===== src/rtl/dma_io_peripheral.sv =====
// ---------------------------------------------------------------------------
// dma_io_peripheral
//
// Device end of a DMAC DREQ/DACK/IOR/IOW/RDY/EOP handshake, backed by a byte
// FIFO.
//   dir_q = 1 : device -> memory. The local side pushes (DEV_WR) and the DMAC
//               drains with IOR; the head is driven on Data_out.
//   dir_q = 0 : memory -> device. The DMAC fills with IOW (Data_in) and the
//               local side drains with DEV_RD.
// The device raises DREQ while it can make progress. It inserts WAIT_CYCLES
// wait states on RDY after every completed transfer, and it stops on EOP.
//
// Handshake: in XFER, a DMA beat is offered when DACK is high together with
// the strobe that matches dir_q (IOR when dir_q=1, IOW when dir_q=0). RDY is
// the ready. The beat completes in the cycle where the offer and RDY are both
// high. RDY is forced low while the FIFO cannot serve the offered beat (empty
// on a read, full on a write), and it stays low until the FIFO can serve it.
// Strobes without DACK, and strobes of the wrong type, never move data.
//
// Parameters
//   DATA_W       data width of the FIFO and both buses
//   DEPTH        FIFO entries (power of two, >= 2)
//   WAIT_CYCLES  RDY-low cycles after each completed transfer (0..15)
//
// Ports
//   CLK, RST_N        clock; asynchronous active-low reset
//   DIR               direction request, sampled only in IDLE
//   DACK/IOR/IOW/EOP  DMAC handshake inputs
//   Data_in/Data_out  DMAC write data in / read data out (0 when not reading)
//   DREQ, RDY         DMA request; ready (low = wait state)
//   DEV_WR/DEV_WDATA  local push (honoured when dir_q=1 and not FULL)
//   DEV_RD/DEV_RDATA  local pop (honoured when dir_q=0 and not EMPTY);
//                     DEV_RDATA is the show-ahead head (0 when empty)
//   FULL, EMPTY       FIFO status
//   dbg_state_o       current FSM state (IDLE=0, REQ=1, XFER=2, DONE=3)
//   XFER_CNT          present only with XFER_CNT_EN: count of transfers
//                     since the last IDLE -> REQ entry
//
// Optional feature macro: XFER_CNT_EN
// ---------------------------------------------------------------------------
module dma_io_peripheral #(
  parameter int DATA_W      = 8,
  parameter int DEPTH       = 8,
  parameter int WAIT_CYCLES = 0
) (
  input  logic              CLK,
  input  logic              RST_N,
  input  logic              DIR,
  input  logic              DACK,
  input  logic              IOR,
  input  logic              IOW,
  input  logic              EOP,
  input  logic [DATA_W-1:0] Data_in,
  output logic [DATA_W-1:0] Data_out,
  output logic              DREQ,
  output logic              RDY,
  input  logic              DEV_WR,
  input  logic [DATA_W-1:0] DEV_WDATA,
  input  logic              DEV_RD,
  output logic [DATA_W-1:0] DEV_RDATA,
  output logic              FULL,
  output logic              EMPTY,
  output logic [1:0]        dbg_state_o
`ifdef XFER_CNT_EN
  ,
  output logic [15:0]       XFER_CNT
`endif
);

  localparam int AW = $clog2(DEPTH);
  localparam logic [AW:0]   DEPTH_C = DEPTH[AW:0];
  localparam logic [AW:0]   CNT_ONE = 1;
  localparam logic [AW-1:0] PTR_ONE = 1;
  localparam logic [3:0]    WAIT_C  = WAIT_CYCLES[3:0];

  typedef enum logic [1:0] {
    S_IDLE = 2'd0,
    S_REQ  = 2'd1,
    S_XFER = 2'd2,
    S_DONE = 2'd3
  } state_t;

  state_t state_q, state_d;

  logic              dir_q, dir_d;
  logic              dreq_q, dreq_d;
  logic [3:0]        wait_q, wait_d;
  logic [AW-1:0]     wptr_q, wptr_d;
  logic [AW-1:0]     rptr_q, rptr_d;
  logic [AW:0]       count_q, count_d;
  logic [DATA_W-1:0] mem_q [DEPTH];

  logic              empty, full;
  logic              in_xfer;
  logic              rd_offer, wr_offer;
  logic              stall, rdy;
  logic              xfer;
  logic              push, pop;
  logic [DATA_W-1:0] wdata;
  logic              want, want_nxt;

  // ---------------- FIFO status and handshake qualification ----------------
  assign empty   = (count_q == '0);
  assign full    = (count_q == DEPTH_C);
  assign in_xfer = (state_q == S_XFER);

  // Only the strobe that matches the latched direction counts as an offer.
  assign rd_offer = DACK & IOR &  dir_q;
  assign wr_offer = DACK & IOW & ~dir_q;

  // A beat the FIFO cannot serve holds RDY low combinationally until served.
  assign stall = in_xfer & ((rd_offer & empty) | (wr_offer & full));
  assign rdy   = (state_q == S_DONE) | ((wait_q == 4'd0) & ~stall);
  assign xfer  = in_xfer & rdy & (rd_offer | wr_offer);

  // Per direction there is exactly one producer and one consumer, so at most
  // one push and one pop can happen in any cycle.
  assign push  = dir_q ? (DEV_WR & ~full) : (xfer & ~dir_q);
  assign pop   = dir_q ? (xfer & dir_q)   : (DEV_RD & ~empty);
  assign wdata = dir_q ? DEV_WDATA : Data_in;

  always_comb begin
    count_d = count_q;
    wptr_d  = wptr_q;
    rptr_d  = rptr_q;
    if (push) begin
      wptr_d = wptr_q + PTR_ONE;
    end
    if (pop) begin
      rptr_d = rptr_q + PTR_ONE;
    end
    if (push && !pop) begin
      count_d = count_q + CNT_ONE;
    end else if (pop && !push) begin
      count_d = count_q - CNT_ONE;
    end
  end

  assign want     = dir_q ? !empty : !full;
  // Looks at the post-update fill level so DREQ drops right after the beat
  // that empties (or fills) the FIFO.
  assign want_nxt = dir_q ? (count_d != '0) : (count_d != DEPTH_C);

  // ---------------- FSM ----------------
  always_comb begin
    state_d = state_q;
    dir_d   = dir_q;
    dreq_d  = 1'b0;
    case (state_q)
      S_IDLE: begin
        dir_d = DIR;
        if (want) begin
          state_d = S_REQ;
        end
      end
      S_REQ: begin
        if (EOP) begin
          state_d = S_DONE;
        end else if (DACK) begin
          state_d = S_XFER;
        end
      end
      S_XFER: begin
        // A beat in the EOP cycle still completes; EOP only steers the FSM.
        if (EOP) begin
          state_d = S_DONE;
        end else if (!DACK) begin
          state_d = want ? S_REQ : S_IDLE;
        end
      end
      S_DONE: begin
        if (!DACK) begin
          state_d = S_IDLE;
        end
      end
      default: state_d = S_IDLE;
    endcase

    case (state_d)
      S_REQ:   dreq_d = 1'b1;
      S_XFER:  dreq_d = want_nxt;
      default: dreq_d = 1'b0;
    endcase
  end

  // Wait-state counter. It runs only while a transfer can still continue, and
  // it is cleared when the transfer ends so that a new request starts ready.
  always_comb begin
    wait_d = wait_q;
    if (state_d != S_XFER && state_d != S_REQ) begin
      wait_d = 4'd0;
    end else if (xfer) begin
      wait_d = WAIT_C;
    end else if (wait_q != 4'd0) begin
      wait_d = wait_q - 4'd1;
    end
  end

  always_ff @(posedge CLK or negedge RST_N) begin
    if (!RST_N) begin
      state_q <= S_IDLE;
      dir_q   <= 1'b0;
      dreq_q  <= 1'b0;
      wait_q  <= 4'd0;
      wptr_q  <= '0;
      rptr_q  <= '0;
      count_q <= '0;
    end else begin
      state_q <= state_d;
      dir_q   <= dir_d;
      dreq_q  <= dreq_d;
      wait_q  <= wait_d;
      wptr_q  <= wptr_d;
      rptr_q  <= rptr_d;
      count_q <= count_d;
    end
  end

  // Storage needs no reset: an empty count hides every entry.
  always_ff @(posedge CLK) begin
    if (push) begin
      mem_q[wptr_q] <= wdata;
    end
  end

  // ---------------- Outputs ----------------
  assign Data_out    = (in_xfer && rd_offer && !empty) ? mem_q[rptr_q] : '0;
  assign DEV_RDATA   = empty ? '0 : mem_q[rptr_q];
  assign DREQ        = dreq_q;
  assign RDY         = rdy;
  assign FULL        = full;
  assign EMPTY       = empty;
  assign dbg_state_o = state_q;

`ifdef XFER_CNT_EN
  logic [15:0] xfer_cnt_q, xfer_cnt_d;

  always_comb begin
    xfer_cnt_d = xfer_cnt_q;
    if (state_q == S_IDLE && state_d == S_REQ) begin
      xfer_cnt_d = 16'd0;
    end else if (xfer) begin
      xfer_cnt_d = xfer_cnt_q + 16'd1;
    end
  end

  always_ff @(posedge CLK or negedge RST_N) begin
    if (!RST_N) begin
      xfer_cnt_q <= 16'd0;
    end else begin
      xfer_cnt_q <= xfer_cnt_d;
    end
  end

  assign XFER_CNT = xfer_cnt_q;
`endif

endmodule


===== config.mk =====
export PLATFORM = sky130hd
export DESIGN_NAME = dma_io_peripheral
export DESIGN_NICKNAME = d
export VERILOG_FILES = /design/src/rtl/dma_io_peripheral.sv
export SDC_FILE = /design/constraint.sdc
export NUM_CORES = 1
export LEC_CHECK = 0
export CAP_MARGIN = 20
export CORE_MARGIN = 2
export CORE_UTILIZATION = 27
export CTS_CLUSTER_SIZE = 20
export DETAILED_ROUTE_END_ITERATION = 7
export GPL_TIMING_DRIVEN = 1
export PLACE_DENSITY_LB_ADDON = 0.08
export SLEW_MARGIN = 15
export SYNTH_ARGS = -nofsm -noshare
export SYNTH_HDL_FRONTEND = slang
export SYNTH_SLANG_ARGS = --single-unit

===== constraint.sdc =====
create_clock -name CLK -period 4.1 [get_ports CLK]
set_input_delay 0.615 -clock CLK [delete_from_list [all_inputs] [get_ports CLK]]
set_output_delay 0.615 -clock CLK [all_outputs]
set_load 0.1 [all_outputs]

==> results of run 1 <==
## cells by family after synthesis
kind of cell / after synthesis / synth area share [%]
and+or+nand+nor: 86 / 11.5
muxes: 28 / 12.5
buffers and inverters: 26 / 2.97
xor gates and xnor gates: 12 / 2.65
AOI/OAI and AO/OA: 47 / 8.14
DFF: 82 / 59.8
adders and majority gates: 8 / 2.52
## state kept, by name (all words and copies together), names as in the netlist
register     flops
mem_q           64
dbg_state_o      2
wait_q           4
DREQ             1
wptr_q           3
count_q          4
rptr_q           3
dir_q            1
## cell usage in the layout, fill, tap and decap left out, types with 2 or more instances in the layout
master and n:
o21ai_0 7, nand2b_1 16, ha_1 8, mux4_2 16
clkdlybuf4s50_1 27, edfxtp_1 64, a211oi_1 9, mux2_2 11
a21oi_1 13, xnor2_1 11, nor4_1 2, dfrtp_1 18
nand3b_1 2, or3_1 2, nand3_1 4, nor2_1 16
buf_4 26, nor3_1 8, inv_1 11, nor2b_1 5
inv_6 3, nand2_1 20, o31ai_1 2, and3_1 2
o22ai_1 3, clkbuf_16 9
## layer usage
metal / up-vias / global-route usage [%] / share of wire [%]
li1: 1191 / - / -
met5: - / 0 / 0
met1: 1256 / 18.7 / 51
met4: 0 / 4.51 / 1.0
met3: 7 / 3.08 / 4.2
met2: 50 / 18.2 / 44
## worst min-delay path by stage
stage	start	endpoint	depth (start not counted)	slack [ns]
6_report	wptr_q[0]$_DFFE_PN0P_	wptr_q[0]$_DFFE_PN0P_	1	0.52
5_1_grt	wptr_q[0]$_DFFE_PN0P_	wptr_q[0]$_DFFE_PN0P_	1	0.56
4_1_cts	wptr_q[0]$_DFFE_PN0P_	wptr_q[0]$_DFFE_PN0P_	1	0.52
3_5_place_dp	wptr_q[0]$_DFFE_PN0P_	wptr_q[0]$_DFFE_PN0P_	1	0.51
3_3_place_gp	wptr_q[0]$_DFFE_PN0P_	wptr_q[0]$_DFFE_PN0P_	1	0.51
2_1_floorplan	RST_N	DREQ$_DFF_PN0_	0	0.32
## cell type report
class / instances / share of cell area, %
clock inverters: 6 / 0.976
repair buffers: 53 / 9.56
flip-flops and latches: 82 / 48.7
inverters: 12 / 0.925
clock buffers: 10 / 4.70
well taps: 184 / 4.73
multi-input cells: 181 / 30.4
## worst max-delay path, stage by stage (launching register included)
cell and delay, ns:
dfrtp_1 0.41, inv_1 0.06, ha_1 0.28, or3b_1 0.39, clkinv_1 0.53, a21oi_2 0.32
nor2b_1 0.16, buf_4 0.31
## cell usage after synthesis (2+ instances only)
master,n,area share (%)
inv_1,11,1.0
mux2_2,11,3.1
buf_1,3,0.28
nand2b_1,16,2.5
o31ai_1,2,0.38
a21oi_1,14,1.8
nand3b_1,2,0.38
o21ai_0,7,0.88
ha_1,8,2.5
nand2_1,20,1.9
buf_6,2,0.57
nand3_1,4,0.50
and3_1,2,0.32
nor2b_1,5,0.79
clkbuf_1,5,0.47
or3_1,2,0.32
nor2_1,16,1.5
dfrtp_1,18,11
buf_2,4,0.50
nor3_1,8,1.0
nor4_1,2,0.32
o22ai_1,3,0.47
xnor2_1,11,2.4
mux4_2,16,9.1
edfxtp_1,64,48
a211oi_1,9,1.7
## metrics by stage
| stage | total power, mW | setup WS [ns] | cell area [µm²] | hold slack, ns | utilization (%) |
|---|---|---|---|---|---|
| finish | 4.14 | 0.683 | 4870 | 0.518 | 33.8 |
| global placement | 3.45 | 0.711 | 4590 | 0.509 | 31.8 |
| detailed placement | 3.43 | 0.638 | 4590 | 0.506 | 31.8 |
| CTS | 4.19 | 0.612 | 4870 | 0.524 | 33.8 |
| floorplan | 2.93 | -0.771 | 3970 | 0.319 | - |
| global route | 4.40 | 0.430 | 4870 | 0.560 | 33.8 |
## power by group through the flow
stage	clock, mW	sequential (mW)	combinational, mW
after detailed placement	0	1.35	2.08
after CTS	0.772	1.33	2.09
after global placement	0	1.35	2.09
final	0.747	1.32	2.07
after global routing	0.816	1.36	2.22
after floorplan	0	1.27	1.66
==> key figures, run 1 <==
Global route
  – Gr usage total: 12.7%
  – Initial antenna violation count: 0
  – Global-route wire length before repair: 15100 µm
  – Gr ovfl total: 0
  – Largest net degree at the start of global routing: 19
  – Vias in the first global route: 2519

Layout
  – Layout cells sized above 1: 21.8%
  – Fillers: 1440
  – Final nets: 372
  – Post-Layout Cell Count: 528
  – Reg area: 2370 µm²
  – Area growth, synth to finish: 22.8%
  – Ant. Diodes: 0
  – Area of the multi-input gates: 1480 µm²

Logic synthesis
  – Mean Syn Cell Area: 13.7 µm²
  – Cells after Synth: 289
  – Post-Syn Area: 3970 µm²
  – Post-synth ARST share: 22.0%
  – YS warnings: 0
  – Seq/Total Area, Yosys: 59.8%
  – Post-synth EDFFs: 64
  – Netlist cell types: 50
  – Top FF cell, synth: edfxtp_1
  – Mapped Nets: 322
  – Register bit total from synthesis: 82

Clock tree
  – Clk_lat worst skew: 0.34 ns
  – Worst-path clk slew: 0.06 ns
  – CTS sink cnt: 82
  – CTS Hold Bufs: 0
  – TritonCTS buffer count: 9
  – CTS Root Cell: clkbuf_16
  – H-tree depth: 3
  – Post-CTS sizing: 0
  – Post-CTS Setup Bufs: 0
  – Clk buf depth: 2
  – CTS tree: done

Floorplanning
  – Die H: 125 µm
  – Chip width: 125 µm
  – IO Pins: 47
  – Die Area: 15700 µm²
  – Initial Util: 27.5%
  – Core ar.: 14400 µm²
  – # rows: 44

Detailed routing
  – Iter 0 DRT Violations: 180
  – DRC Markers: 0
  – Via-to-Cell Ratio: 4.74
  – TritonRoute pass-1 iters: 4
  – ANT nets after route: 0
  – Final WL: 9410 µm
  – DR WL/cell: 17.8 µm
  – Via count: 2504

Worst setup path
  – CP startpoint: count_q[0]$_DFF_PN0_
  – FF-to-FF setup slack: 0.81 ns
  – Arrival time at the worst endpoint: 2.80 ns
  – Worst r2r path cells: 8
  – Worst R2R End: mem_q[2][5]$_DFFE_PP_
  – Crit Path Max Fanout: 18
  – CP Launch Type: flip-flop
  – Req. time, crit path: 3.48 ns
  – Reg2Reg Launch Point: wait_q[0]$_DFFE_PN0P_
  – Worst setup endpoint: Data_out[7]
  – Setup CP Type: reg2out
  – Nature of the critical path endpoint: primary output

Hold path
  – Min-delay worst type: reg2reg

Timing
  – Setup Viol. Count Final: 0
  – Final min period: 3.42 ns
  – Max_slew headroom: 35.2%
  – Setup TNS: 0 ns
  – Final Hold Vio Count: 0
  – Unrepaired setup endpoints after global routing: no
  – Fin Clk Skew: 0.00600 ns
  – Worst-Margin Slew: 0.969 ns
  – Max Clock Freq: 0.293 GHz
  – Max Slew Vio Count: 0
  – Fin crit share: 83.4%

Pwr
  – Combinational share of power: 50.0%
  – Power Dens Cells: 851 nW/µm²
  – Internal power consumption: 2.20 mW
  – Psw: 1.94 mW
  – VDD IR max: 0.379 mV
  – Leak: 1.70 nW
  – Reg power frac: 32.0%
  – Power share of the clock group: 18.0%
  – Net switching fraction of the power: 46.9%

Placed design
  – Placed cells: 512
  – Port Buf Inserts: 46
  – Hpwl dp: 6680 µm
  – Routability cong.: 0.774

Run status
  – Outcome: completed

Job
  – Max Cap Violations: 0
Power figures use the tool's default switching activity.
==> inputs of run 2 (changes only) <==
clock period = 2.82 ns   (was 4.1 ns; I/O delays follow)
==> run 2 against run 1 <==
Against the previous run:
- via count rose by 1.9%
- sequential share of layout area is 5.2 points lower
- power up 66%
- count of clock-buffer cells in the layout fell by 1
- setup slack worse by 0.49 ns
- non-clock buffer count increased by 18
- clock power increased by 58%
- register-to-register slack worse by 0.56 ns
- hold slack got worse by 0.073 ns
- sequential power rose by 42%
- die area stayed put
- sequential cell count unchanged
- critical endpoint unchanged
- largest power group unchanged
==> key figures, run 2 (synthesis results as in run 1) <==
Run status
  – Outcome: completed

Clock tree
  – Post-CTS Setup Bufs: 0 (unchanged)
  – Worst-path clk slew: 0.06 ns (about the same)
  – Clk buf depth: 2 (unchanged)
  – CTS tree: done
  – CTS Hold Bufs: 0 (unchanged)
  – CTS sink cnt: 82 (unchanged)
  – TritonCTS buffer count: 9 (unchanged)
  – H-tree depth: 3 (unchanged)
  – Post-CTS sizing: 0 (unchanged)
  – Clk_lat worst skew: 0.34 ns (about the same)
  – CTS Root Cell: clkbuf_16

Layout
  – Largest Register: mem_q
  – Area growth, synth to finish: 38.0%
  – Area of the multi-input gates: 1680 µm² (+14%)
  – Max reg flops: 64 (unchanged)
  – Commonest non-fill, non-tap cell in the layout: edfxtp_1
  – Fillers: 1358 (-5.7%)
  – Final nets: 390 (+4.8%)
  – Reg area: 2380 µm² (+0.37%)
  – Layout cells sized above 1: 33.1% (+11 points)
  – Ant. Diodes: 0 (unchanged)
  – Commonest non-fill, non-tap cells in the layout: 64 x edfxtp_1, 28 x buf_4, 24 x clkdlybuf4s50_1, 20 x nand2_1, 19 x buf_12
  – Largest registers: mem_q: 64 flops, count_q: 4 flops, wait_q: 4 flops

Floorplanning
  – Die H: 125 µm (unchanged)
  – Initial Util: 27.5% (unchanged)
  – # rows: 44 (unchanged)
  – IO Pins: 47 (unchanged)
  – Die Area: 15700 µm² (unchanged)
  – Core ar.: 14400 µm² (unchanged)
  – Chip width: 125 µm (unchanged)

Timing
  – Max_slew headroom: 62.8% (+28 points)
  – Fin Clk Skew: 0.00756 ns (+0.00155 ns)
  – Post-route setup slack: 0.189 ns (-0.493 ns)
  – Setup Viol. Count Final: 0 (unchanged)
  – Final Hold Vio Count: 0 (unchanged)
  – Max Clock Freq: 0.380 GHz
  – Max Slew Vio Count: 0 (unchanged)
  – Fin crit share: 93.3%
  – Final min period: 2.63 ns
  – Setup TNS: 0 ns (unchanged)
  – Worst-Margin Slew: 0.557 ns (-0.412 ns)
  – Unrepaired setup endpoints after global routing: no

Pwr
  – Power Dens Cells: 1260 nW/µm² (+48%)
  – Leak: 1.90 nW (+12%)
  – VDD IR max: 0.478 mV (+26%)

Global route
  – Initial antenna violation count: 0 (unchanged)
  – Gr ovfl total: 0 (unchanged)
  – Gr usage total: 13.6% (+0.96 points)
  – Vias in the first global route: 2661 (+5.6%)
  – Largest net degree at the start of global routing: 23 (+4)
  – Global-route wire length before repair: 16000 µm (+6.3%)

Detailed routing
  – DRC Markers: 0 (unchanged)
  – Iter 0 DRT Violations: 145 (-19%)
  – Via count: 2551 (+1.9%)
  – Via-to-Cell Ratio: 4.67 (-1.5%)
  – DR WL/cell: 18.5 µm (+3.8%)
  – Final WL: 10100 µm (+7.4%)
  – TritonRoute pass-1 iters: 4 (unchanged)
  – ANT nets after route: 0 (unchanged)

Worst setup path
  – Setup CP Type: reg2out
  – Req. time, crit path: 2.40 ns (-1.08 ns)
  – Crit Path Max Fanout: 16 (-2)
  – Arrival time at the worst endpoint: 2.21 ns (-0.59 ns)
  – Nature of the critical path endpoint: primary output
  – CP Launch Type: flip-flop

Job
  – Max Cap Violations: 0 (unchanged)

Placed design
  – Routability cong.: 0.797 (+2.9%)
  – Port Buf Inserts: 46 (unchanged)
  – Place WS: 0.142 ns (-0.496 ns)
  – Hpwl dp: 7420 µm (+11%)

Hold path
  – Min-delay worst type: in2async
run 2: path summary, 6_finish.rpt:
check	to	slack [ns]	cells after the start	start
min in group CLK	wptr_q[0]$_DFFE_PN0P_	0.55	1	wptr_q[0]$_DFFE_PN0P_
worst min register to register	wptr_q[0]$_DFFE_PN0P_	0.55	1	wptr_q[0]$_DFFE_PN0P_
worst min-delay path	count_q[2]$_DFF_PN0_	0.45	1	RST_N
worst max-delay path	Data_out[7]	0.19	8	count_q[0]$_DFF_PN0_
worst max register to register	DREQ$_DFF_PN0_	0.25	10	count_q[0]$_DFF_PN0_
max in group asynchronous	rptr_q[1]$_DFFE_PN0P_	1.83	2	RST_N
run 2: cell type report:
class	instances	area share (%)
Sequential cell	82	43.5
Multi-Input combinational cell	181	30.8
Timing Repair Buffer	71	15.2
Tap cell	184	4.21
Clock buffer	9	4.12
Clock inverter	7	1.37
Inverter	12	0.846
run 2: report_power, final:
group          total, mW  internal [mW]  leakage, nW  switching (mW)
logic               3.83           1.51        0.963            2.32
registers           1.87           1.61        0.792           0.266
clock network       1.18          0.690        0.140           0.492
run 2: per-stage QoR:
stage               utilization [%]  hold WS, ns  instances  total power [mW]  area [µm²]
floorplan                         -        0.127        289              4.55        4190
finish                         37.9        0.445        546              6.89        5470
detailed placement             35.8        0.539        530              5.78        5170
CTS                            37.9        0.473        546              6.99        5470
global placement               35.8        0.532        530              5.78        5170
global route                   37.9        0.493        546              7.29        5470
run 2: metal layers:
layer	routed length, µm	up-vias	part of all wire (%)	global-route usage (%)
met3	349	13	3.5	2.18
met4	188	0	1.9	5.49
met5	0	-	0	0
li1	-	1222	-	-
met2	4490	60	44	19.7
met1	5070	1256	50	20.4
run 2: critical path, cell delays in order (launching register included):
cell	delay, ns
dfrtp_1	0.43
inv_1	0.08
ha_2	0.21
or3b_4	0.44
clkinv_2	0.10
buf_12	0.21
a21oi_4	0.07
nor2b_4	0.14
buf_12	0.17
==> RTL edit, RTL diff (flow settings as in run 1) <==
`DEPTH`: 8 -> 16.
--- a/src/rtl/dma_io_peripheral.sv
+++ b/src/rtl/dma_io_peripheral.sv
@@ -42,3 +42,3 @@
   parameter int DATA_W      = 8,
-  parameter int DEPTH       = 8,
+  parameter int DEPTH       = 16,
   parameter int WAIT_CYCLES = 0
Function: changed (a bounded check fails within 10 cycles, from zero or initial values and one cycle with RST_N low).
==> RTL edit against run 1 <==
  * Non-clock buffer count increased by 17
  * Total power grew 70%
  * Register-to-register slack better by 100 ps
  * Maximum frequency decreased by 3.6%
  * Area after synthesis increased by 65%
  * Via count is 55% higher
  * Count of clock-buffer cells in the layout is 7 higher
  * Cell area increased by 72%
  * Routed wire length up 76%
  * Clock power is 120% higher
  * Global-route usage up 0.90 points
  * Worst setup slack got worse by 130 ps
  * Sequential cell count increased by 67
  * First-iteration DRC count up 75%
  * Highest routed layer unchanged
==> RTL edit: results (changes against run 1) <==
Finish
  – Number of non-clock buffers in the layout: 70 (+32%)
  – FILL cells: 2375 (+65%)
  – Final non-filler cell total: 831 (+57%)
  – Seq/total area: 52.2% (+3.5 points)
  – Top Registers: mem_q (128), count_q (5)
  – Multi-In Gates: 244 (+35%)

Critical path
  – Reg-to-reg setup timing slack: 910 ps (+100 ps)
  – Worst-path fanout max: 26 (+8)
  – Crit-path slowest cell: dfrtp_2
  – Slowest stage delay, CP: 730 ps (+200 ps)
  – Critical Path AT: 2930 ps (+130 ps)

STA
  – Clk_skew: 14.1 ps (+8.14 ps)
  – Min Hold Slack: 155 ps (-364 ps)

Route
  – Initial DRC Count: 315 (+75%)
  – Drt pass-1 iters: 5 (+1)

Global route
  – First-pass GRT wire length: 25.2 mm (+67%)
  – GRT met3 Usage: 3.90% (+0.82 points)
  – Met1 Usage GRT: 19.7% (+0.99 points)
  – GRT Total Usage: 13.6% (+0.90 points)

Die
  – Row cnt: 57 (+30%)

Placement
  – Post-place setup slack: 685 ps (+47.6 ps)

Clocking
  – Skew-Pair Late Insertion Delay: 430 ps (+90 ps)

Run status
  – Outcome: finished clean

Power and ir drop
  – P_int: 0.00408 W (+86%)

Yosys
  – Post-synth EDFFs: 128 (+100%)
==> RTL edit: how the worst max path moves through the flow <==
| stage | startpoint | to | slack (ps) | cells after the start |
|---|---|---|---|---|
| 2_1_floorplan | count_q[0] | Data_out[3] | -250 | 7 |
| 3_3_place_gp | DACK | RDY | 400 | 7 |
| 3_5_place_dp | DACK | mem_q[9][3] | 690 | 6 |
| 4_1_cts | rptr_q[0] | Data_out[4] | 450 | 7 |
| 5_1_grt | rptr_q[0] | Data_out[4] | 210 | 7 |
| 6_report | rptr_q[0] | Data_out[4] | 550 | 7 |
==> RTL edit: cells by family (layout without fill, tap and decap cells) <==
family                   after synthesis  in the layout  share of synthesized area, %
flip-flops                           149            149                          66.6
AO/OA/AOI/OAI                         75             75                          8.60
XOR/XNOR                              11             11                          1.47
adder cells (fa/ha/maj)               12             12                          2.29
buffers and inverters                 34            114                          2.13
multiplexers                          58             58                          12.1
AND/OR/NAND/NOR                       88             88                          6.88
